### src/rtl/mem_access_unit.sv
// mem_access_unit -- MEM-stage load/store sequencer.
// Takes the registered EX/MEM load/store control codes, address and store data and
// runs one req/ack transaction on the data-memory port. The pipeline is held while
// the transaction is outstanding. A load result is returned sign- or zero-extended
// with a one-cycle valid pulse. Misaligned accesses are flagged and never issued.
// Optional feature macro: MEM_TIMEOUT_EN. When defined, a REQ-state watchdog of
// TIMEOUT_CYCLES cycles aborts a stuck request and pulses bus_error_out.
module mem_access_unit #(
    parameter int unsigned TIMEOUT_CYCLES = 16
) (
    input  logic        clk,
    input  logic        rst,
    input  logic [3:0]  mem_read_in,
    input  logic [2:0]  mem_write_in,
    input  logic [31:0] addr_in,
    input  logic [31:0] store_data_in,
    output logic        dmem_req,
    output logic        dmem_we,
    output logic [31:0] dmem_addr,
    output logic [3:0]  dmem_be,
    output logic [31:0] dmem_wdata,
    input  logic        dmem_ack,
    input  logic [31:0] dmem_rdata,
    output logic        stall_out,
    output logic [31:0] load_data_out,
    output logic        load_valid_out,
    output logic        misaligned_out,
    output logic        bus_error_out
);

    typedef enum logic [1:0] {
        S_IDLE = 2'd0,
        S_REQ  = 2'd1,
        S_DONE = 2'd2
    } state_t;

    state_t      r_state;
    state_t      w_next_state;

    logic        w_is_store;
    logic        w_is_load;
    logic        w_op;
    logic        w_aligned;
    logic        w_issue;
    logic        w_abort;
    logic [1:0]  w_size;
    logic [3:0]  w_be;
    logic [31:0] w_wdata;
    logic [31:0] w_load_ext;

    logic        r_req;
    logic        r_we;
    logic [31:0] r_addr;
    logic [3:0]  r_be;
    logic [31:0] r_wdata;
    logic [31:0] r_load_data;
    logic        r_load_valid;
    logic [2:0]  r_ld_f3;
    logic [1:0]  r_ld_off;

    // Select the addressed lane of the read word and extend it according to funct3.
    // Reserved funct3 codes fall through to the full word.
    function automatic logic [31:0] load_extend(
        input logic [2:0]  f3,
        input logic [1:0]  off,
        input logic [31:0] rdata
    );
        logic [7:0]  lane_b;
        logic [15:0] lane_h;
        lane_b = rdata[{off, 3'b000} +: 8];
        lane_h = rdata[{off[1], 4'b0000} +: 16];
        case (f3)
            3'b000:  load_extend = {{24{lane_b[7]}}, lane_b};
            3'b001:  load_extend = {{16{lane_h[15]}}, lane_h};
            3'b100:  load_extend = {24'h000000, lane_b};
            3'b101:  load_extend = {16'h0000, lane_h};
            default: load_extend = rdata;
        endcase
    endfunction

    assign w_load_ext = load_extend(r_ld_f3, r_ld_off, dmem_rdata);

    // Decode op kind (store has priority over load), access size and alignment
    always_comb begin
        w_is_store = mem_write_in[2];
        w_is_load  = mem_read_in[3] & ~mem_write_in[2];
        w_op       = w_is_store | w_is_load;
        w_size     = w_is_store ? mem_write_in[1:0] : mem_read_in[1:0];
        case (w_size)
            2'b00:   w_aligned = 1'b1;
            2'b01:   w_aligned = ~addr_in[0];
            default: w_aligned = (addr_in[1:0] == 2'b00);
        endcase
        w_issue = (r_state == S_IDLE) & w_op & w_aligned;
    end

    // Byte enables and lane-replicated write data for the access size
    always_comb begin
        case (w_size)
            2'b00: begin
                w_be    = 4'b0001 << addr_in[1:0];
                w_wdata = {4{store_data_in[7:0]}};
            end
            2'b01: begin
                w_be    = 4'b0011 << {addr_in[1], 1'b0};
                w_wdata = {2{store_data_in[15:0]}};
            end
            default: begin
                w_be    = 4'b1111;
                w_wdata = store_data_in;
            end
        endcase
    end

`ifdef MEM_TIMEOUT_EN
    localparam int unsigned CNT_W = (TIMEOUT_CYCLES > 1) ? $clog2(TIMEOUT_CYCLES) : 1;
    localparam logic [CNT_W-1:0] CNT_LAST = CNT_W'(TIMEOUT_CYCLES - 1);

    logic [CNT_W-1:0] r_cnt;
    logic             r_bus_err;

    // Watchdog fires on the last allowed REQ cycle; a same-cycle ack takes priority
    always_comb begin
        w_abort = (r_state == S_REQ) & ~dmem_ack & (r_cnt == CNT_LAST);
    end

    // Count REQ cycles spent waiting for ack, restarting on every new request
    always_ff @(posedge clk or posedge rst) begin
        if (rst) begin
            r_cnt <= '0;
        end else if (w_issue) begin
            r_cnt <= '0;
        end else if ((r_state == S_REQ) && !dmem_ack && !w_abort) begin
            r_cnt <= r_cnt + 1'b1;
        end else begin
            r_cnt <= r_cnt;
        end
    end

    // One-cycle bus error pulse, visible in the DONE cycle after an abort
    always_ff @(posedge clk or posedge rst) begin
        if (rst) begin
            r_bus_err <= 1'b0;
        end else begin
            r_bus_err <= w_abort;
        end
    end

    assign bus_error_out = r_bus_err;
`else
    // Without the watchdog a request simply waits for its ack
    always_comb begin
        w_abort = 1'b0;
    end

    assign bus_error_out = 1'b0;
`endif

    // State register
    always_ff @(posedge clk or posedge rst) begin
        if (rst) begin
            r_state <= S_IDLE;
        end else begin
            r_state <= w_next_state;
        end
    end

    // Next-state logic: DONE always returns to IDLE so a held op is not re-issued
    always_comb begin
        w_next_state = r_state;
        case (r_state)
            S_IDLE: w_next_state = w_issue ? S_REQ : S_IDLE;
            S_REQ: begin
                if (dmem_ack || w_abort) begin
                    w_next_state = S_DONE;
                end else begin
                    w_next_state = S_REQ;
                end
            end
            S_DONE:  w_next_state = S_IDLE;
            default: w_next_state = S_IDLE;
        endcase
    end

    // Combinational stall and misalignment flags; DONE releases the pipeline
    always_comb begin
        stall_out      = 1'b0;
        misaligned_out = 1'b0;
        case (r_state)
            S_IDLE: begin
                stall_out      = w_issue;
                misaligned_out = w_op & ~w_aligned;
            end
            S_REQ:   stall_out = 1'b1;
            default: stall_out = 1'b0;
        endcase
    end

    // Port registers: latch on issue, release on ack or abort, capture load results
    always_ff @(posedge clk or posedge rst) begin
        if (rst) begin
            r_req        <= 1'b0;
            r_we         <= 1'b0;
            r_addr       <= 32'h0000_0000;
            r_be         <= 4'b0000;
            r_wdata      <= 32'h0000_0000;
            r_load_data  <= 32'h0000_0000;
            r_load_valid <= 1'b0;
            r_ld_f3      <= 3'b000;
            r_ld_off     <= 2'b00;
        end else begin
            r_load_valid <= 1'b0;
            case (r_state)
                S_IDLE: begin
                    if (w_issue) begin
                        r_req    <= 1'b1;
                        r_we     <= w_is_store;
                        r_addr   <= {addr_in[31:2], 2'b00};
                        r_be     <= w_be;
                        r_wdata  <= w_wdata;
                        r_ld_f3  <= mem_read_in[2:0];
                        r_ld_off <= addr_in[1:0];
                    end
                end
                S_REQ: begin
                    if (dmem_ack) begin
                        r_req <= 1'b0;
                        if (!r_we) begin
                            r_load_data  <= w_load_ext;
                            r_load_valid <= 1'b1;
                        end
                    end else if (w_abort) begin
                        r_req <= 1'b0;
                    end
                end
                default: ;
            endcase
        end
    end

    assign dmem_req       = r_req;
    assign dmem_we        = r_we;
    assign dmem_addr      = r_addr;
    assign dmem_be        = r_be;
    assign dmem_wdata     = r_wdata;
    assign load_data_out  = r_load_data;
    assign load_valid_out = r_load_valid;

endmodule

### config.mk
export PLATFORM = sky130hd
export DESIGN_NAME = mem_access_unit
export DESIGN_NICKNAME = d
export VERILOG_FILES = /design/src/rtl/mem_access_unit.sv
export SDC_FILE = /design/constraint.sdc
export NUM_CORES = 1
export LEC_CHECK = 0
export ABC_AREA = 1
export CAP_MARGIN = 5
export CORE_ASPECT_RATIO = 1.25
export CORE_MARGIN = 10
export CORE_UTILIZATION = 40
export DETAILED_ROUTE_END_ITERATION = 6
export PLACE_DENSITY_LB_ADDON = 0.05
export SLEW_MARGIN = 0
export SYNTH_ARGS = -nofsm -noshare
export SYNTH_HDL_FRONTEND = slang
export SYNTH_SLANG_ARGS = --single-unit
### constraint.sdc
create_clock -name clk -period 7.5 [get_ports clk]
set_input_delay 1.125 -clock clk [delete_from_list [all_inputs] [get_ports clk]]
set_output_delay 1.125 -clock clk [all_outputs]
set_load 0.02 [all_outputs]
; ---- After elaboration in Yosys (flattened, before gate mapping)
; Index checks and enable logic that the tools add are counted.
[totals]
elab_cells = 54
inputBits = 106
out_inout_bits = 106
mem_count = 0
mem_bits_ro = 0
ff_bits = 108
mem_bits_rw = 0
latchBits = 0
[op_classes]
n_div = 0
n_reduce_logical = 8
shifts = 4
magnitude_cmp = 0
add_sub_neg = 0
n_bitwise = 9
eq_ne = 7
multipliers = 0
muxes = 16
[ops]
columns = operator, count
row1 = $pmux 32 s4, 1
row2 = $pmux 32 s2, 1
row3 = $shiftx 32x6->16, 1
row4 = $shiftx 32x6->8, 1
row5 = $pmux 4 s2, 1
row6 = $mux 1, 7
row7 = $eq 3x3->1 const B, 2
row8 = $logic_not 2->1, 3
row9 = $pmux 1 s2, 3
row10 = $reduce_and 3->1, 2
row11 = $and 1x1->1, 4
row12 = $eq 2x1->1 const B, 2
row13 = $mux 2, 2
row14 = $ne 2x2->1 const B, 2
row15 = $not 1->1, 4
row16 = $pmux 2 s2, 1
row17 = $shl 1x2->4 const A, 1
row18 = $shl 2x2->4 const A, 1
row19 = $eq 3x1->1 const B, 1
row20 = $logic_not 3->1, 1
row21 = $reduce_and 2->1, 1
row22 = $reduce_bool 2->1, 1
row23 = $or 1x1->1, 1

; ---- Depth between registers and ports, before layout
[logic_depth]
depth_word = 7
ltp_mapped = 10
ltp_nobuf = 8

; ---- Least setup slack after synthesis
; No wires, ideal clock.
[synth_timing]
path_kind = input -> output
startpoint = input mem_write_in[2]
endpoint = output stall_out
required_ps = 6375
slack_ps = 4338
n_path_buf = 2
t_arrival_ps = 2037
path_stages = 9
cell_sequence = inv_2 nand2_1 nand2_2 nand2_1 nand2_2 nand2_1 buf_4 buf_6 nand2_1
[synth_between]
elab_chain_len = 6
elab_cells_between_ends = 10
cone_classes = eq/ne: 1 / mux: 3 / bitwise: 5 / reduce/logical: 1
[synth_rtl]
columns = item, line
row1 = from (decl), 14  ; input logic [2:0] mem_write_in,
row2 = branches (longest 4 deep; another with $mux 2), n/a
row3 = $and 1x1->1 (*), 94  ; w_issue = (r_state == S_IDLE) & w_op & w_aligned;
row4 = $pmux 1 s2 (*), 189  ; case (r_state)
row5 = to (decl), 24  ; output logic stall_out,
; Mark *: on every way between the ends.

; ---- Worst setup path after layout
; Ends and elaborated chain as after synthesis.

==> results by group <==
Floorplan
  • Cell Rows: 48
  • Chip height: 153 microns
  • Horiz. Die Dim: 126 microns
  • Die area: 19300 sq um
  • I/O pin count: 212
  • Starting density of the core: 0.409
  • Core area: 13800 sq um

Synth
  • Largest family of logic cells by synthesized area: simple AND/OR/NAND/NOR gates
  • Most frequent cell after synthesis: nand2_1
  • Synthesized area: 5650 sq um
  • Multiplexer share of the synthesized area: 0
  • Async S/R FF share, synth: 1.00
  • Cell taking the most area after synthesis: dfrtp_1
  • Sequential cell area fraction in the yosys report: 0.478
  • Ranking of synthesized cells by area: dfrtp_1, nand2_1, nand3_1
  • Adder-Cell Fraction of Synth Area: 0
  • Top-area cell type share of the netlist area: 0.478
  • Most used DFF post-synth: dfrtp_1
  • EDFF count, synth: 0
  • Synth Area in Compound Gates: 0.0226
  • Post-synthesis xor/xnor area fraction: 0
  • Avg Synthesized Cell Area: 7.00 sq um
  • Yosys reg bits: 108
  • Cells after Synth: 807
  • Synthesis Warnings: 0
  • Yosys cell types: 21
  • Post-synthesis simple-gate area fraction: 0.408
  • Synth cell count leaders: nand2_1, nand3_1, dfrtp_1, inv_1, nor2_1

Global route
  • Global-route wire length before repair: 29.8 mm
  • GR met1 Demand/Resource: 0.225
  • Total track usage: 0.190
  • Met2 Usage GRT: 0.312
  • GR Overflow Total: 0
  • Antenna violations before repair: 0
  • Largest net degree at the start of global routing: 77
  • Met3 usage: 0.0706
  • Vias in the first global route: 5557
  • GR peak layer: met2

Timing
  • Maximum clock rate: 207 MHz
  • Final Hold Vio Count: 0
  • Final setup violation count: 0
  • Fin. max-slew vios: 0
  • Setup TNS: 0 ns
  • RSZ-0062 raised after global routing: false
  • Min Clock Period, post-route: 4.83 ns
  • Slew HR: 0.188
  • Worst Clk Skew: 0.00555 ns
  • Final period util: 0.644
  • Worst-Margin Slew: 1.21 ns

Critical path
  • Worst r2r src: r_ld_f3[1]
  • Worst reg-to-reg path cell count: 7
  • Worst Path Required: 6.38 ns
  • CP Capture Type: output port
  • Startpoint types: primary input
  • Crit path arrival time: 3.71 ns
  • Largest fanout on the critical path: 32
  • RR Endpoint: load_data_out[25]
  • Worst Setup Path Type: primary input to output port
  • Reg-to-reg slack, setup: 4.91 ns

Power and ir drop
  • Tot Pwr: 3.08 mW
  • Leak Pwr: 4.23 nW
  • VDD IR max: 0.000194 V
  • Pwr dens: 384 nW/um^2

Placed design
  • Dpl hpwl: 13.5 mm
  • Gpl congestion: 0.840
  • Area of placed instances: 7750 sq um
  • Port Buffers: 208

Cells and area
  • Design area: 8030 sq um
  • ANT cells: 0
  • Share of post-route cells with drive strength above 1: 0.0484
  • Final Net Count: 1092
  • Area Overhead vs Synth: 42.1%

Hold path
  • Worst hold start: dmem_wdata[11]
  • WHS Path Cells: 2
  • Worst Hold Class: flop to flop
  • Hold path endpoint: dmem_wdata[11]

Drt
  • Residual DRC: 0
  • Routed wire per std cell: 15.9 microns
  • Router iterations before antenna repair: 5
  • Via Count: 5600
  • WL final: 18.6 mm
  • Violation count after the first detailed-route iteration: 468
  • Routed Antenna Nets: 0
  • Via density: 4.80

CTS
  • Clock Tree Root: clkbuf_16
  • Clock Tree Buf Depth: 2
  • CTS H-tree depth: 3
  • CTS sink count: 108
  • Hold_buf cts: 0
  • Setup bufs post-CTS: 0
  • CTS tree: built
  • Clock slew at reported path FFs: 0.07 ns
  • Total CTS buffers: 9
  • Clock insertion delay at the later pin of the skew report: 0.36 ns
  • Post-CTS sizing: 0

Job
  • Max-Cap Viols: 0

Status
  • Outcome: complete, no violations
worst max-delay path: stages:
cell,delay [ns]
clkdlybuf4s50_1,0.61
nand2_1,0.10
nand2_2,0.46
nand2_1,0.17
nand2_2,0.45
nand2_2,0.09
nand2_1,0.08
clkdlybuf4s50_1,0.60
metrics by stage:
stage                     std cells  setup slack [ns]   util  hold slack (ns)
final                          1166              2.67  0.581            0.470
after global routing           1166              2.47  0.581            0.496
after CTS                      1166              2.66  0.581            0.475
after detailed placement       1150              2.65  0.561            0.458
after global placement         1150              2.66  0.561            0.453
after floorplan                 809              3.53      -            0.465
cell type report:
cell class	count	area [sq um]
sequential	108	2700
inverter	69	262
fill	1384	5780
clock inverter	4	33.8
clock buffer	12	246
tap	175	219
timing repair buffer	213	2120
multi-input combinational	585	2450
placed cells by master (no fill, tap or decap):
cell type	instances
o21ai_1	2
dfrtp_1	108
nand2_2	3
inv_1	60
conb_1	3
clkinv_4	2
clkbuf_16	9
clkbuf_1	2
nor3_4	1
a21oi_1	19
clkbuf_8	1
inv_2	8
clkinvlp_4	1
or2_1	1
buf_4	5
nand3_1	123
inv_4	1
nand2_1	379
o21ai_0	3
or2_2	15
inv_6	1
nor2_1	34
clkdlybuf4s50_1	208
nor2_2	1
o211ai_1	1
registers in the layout, summed over array words and instances, names as in the netlist:
register / count
dmem_wdata: 32
load_data_out: 32
dmem_addr: 30
dmem_be: 4
r_ld_f3: 3
r_ld_off: 2
r_state: 2
dmem_req: 1
dmem_we: 1
load_valid_out: 1
power by group:
group | internal (mW) | switching [mW]
logic | 0.698 | 0.896
registers | 0.844 | 0.187
clock network | 0.237 | 0.221
total | 1.78 | 1.30
cells by family (layout without fill, tap and decap cells):
group,count (synthesis),count (layout)
other cells,1,3
buf+inv,116,298
simple gates,557,557
compound gates,25,25
flops,108,108
per-layer routing:
metal  vias up  part of all wire
li1       2831                 -
met1      2566              0.41
met2       178              0.49
met3        25             0.088
met4         0             0.018
met5         -                 0
worst max-delay path by stage:
| stage | startpoint | end | cells past startpoint |
|---|---|---|---|
| 2_1_floorplan | rst | dmem_addr[10] | 1 |
| 3_3_place_gp | mem_write_in[2] | stall_out | 8 |
| 3_5_place_dp | mem_write_in[2] | stall_out | 8 |
| 4_1_cts | mem_write_in[2] | stall_out | 8 |
| 5_1_grt | mem_write_in[2] | stall_out | 8 |
| 6_report | mem_write_in[2] | stall_out | 8 |
Note: power is estimated with default switching activity, not from simulation.
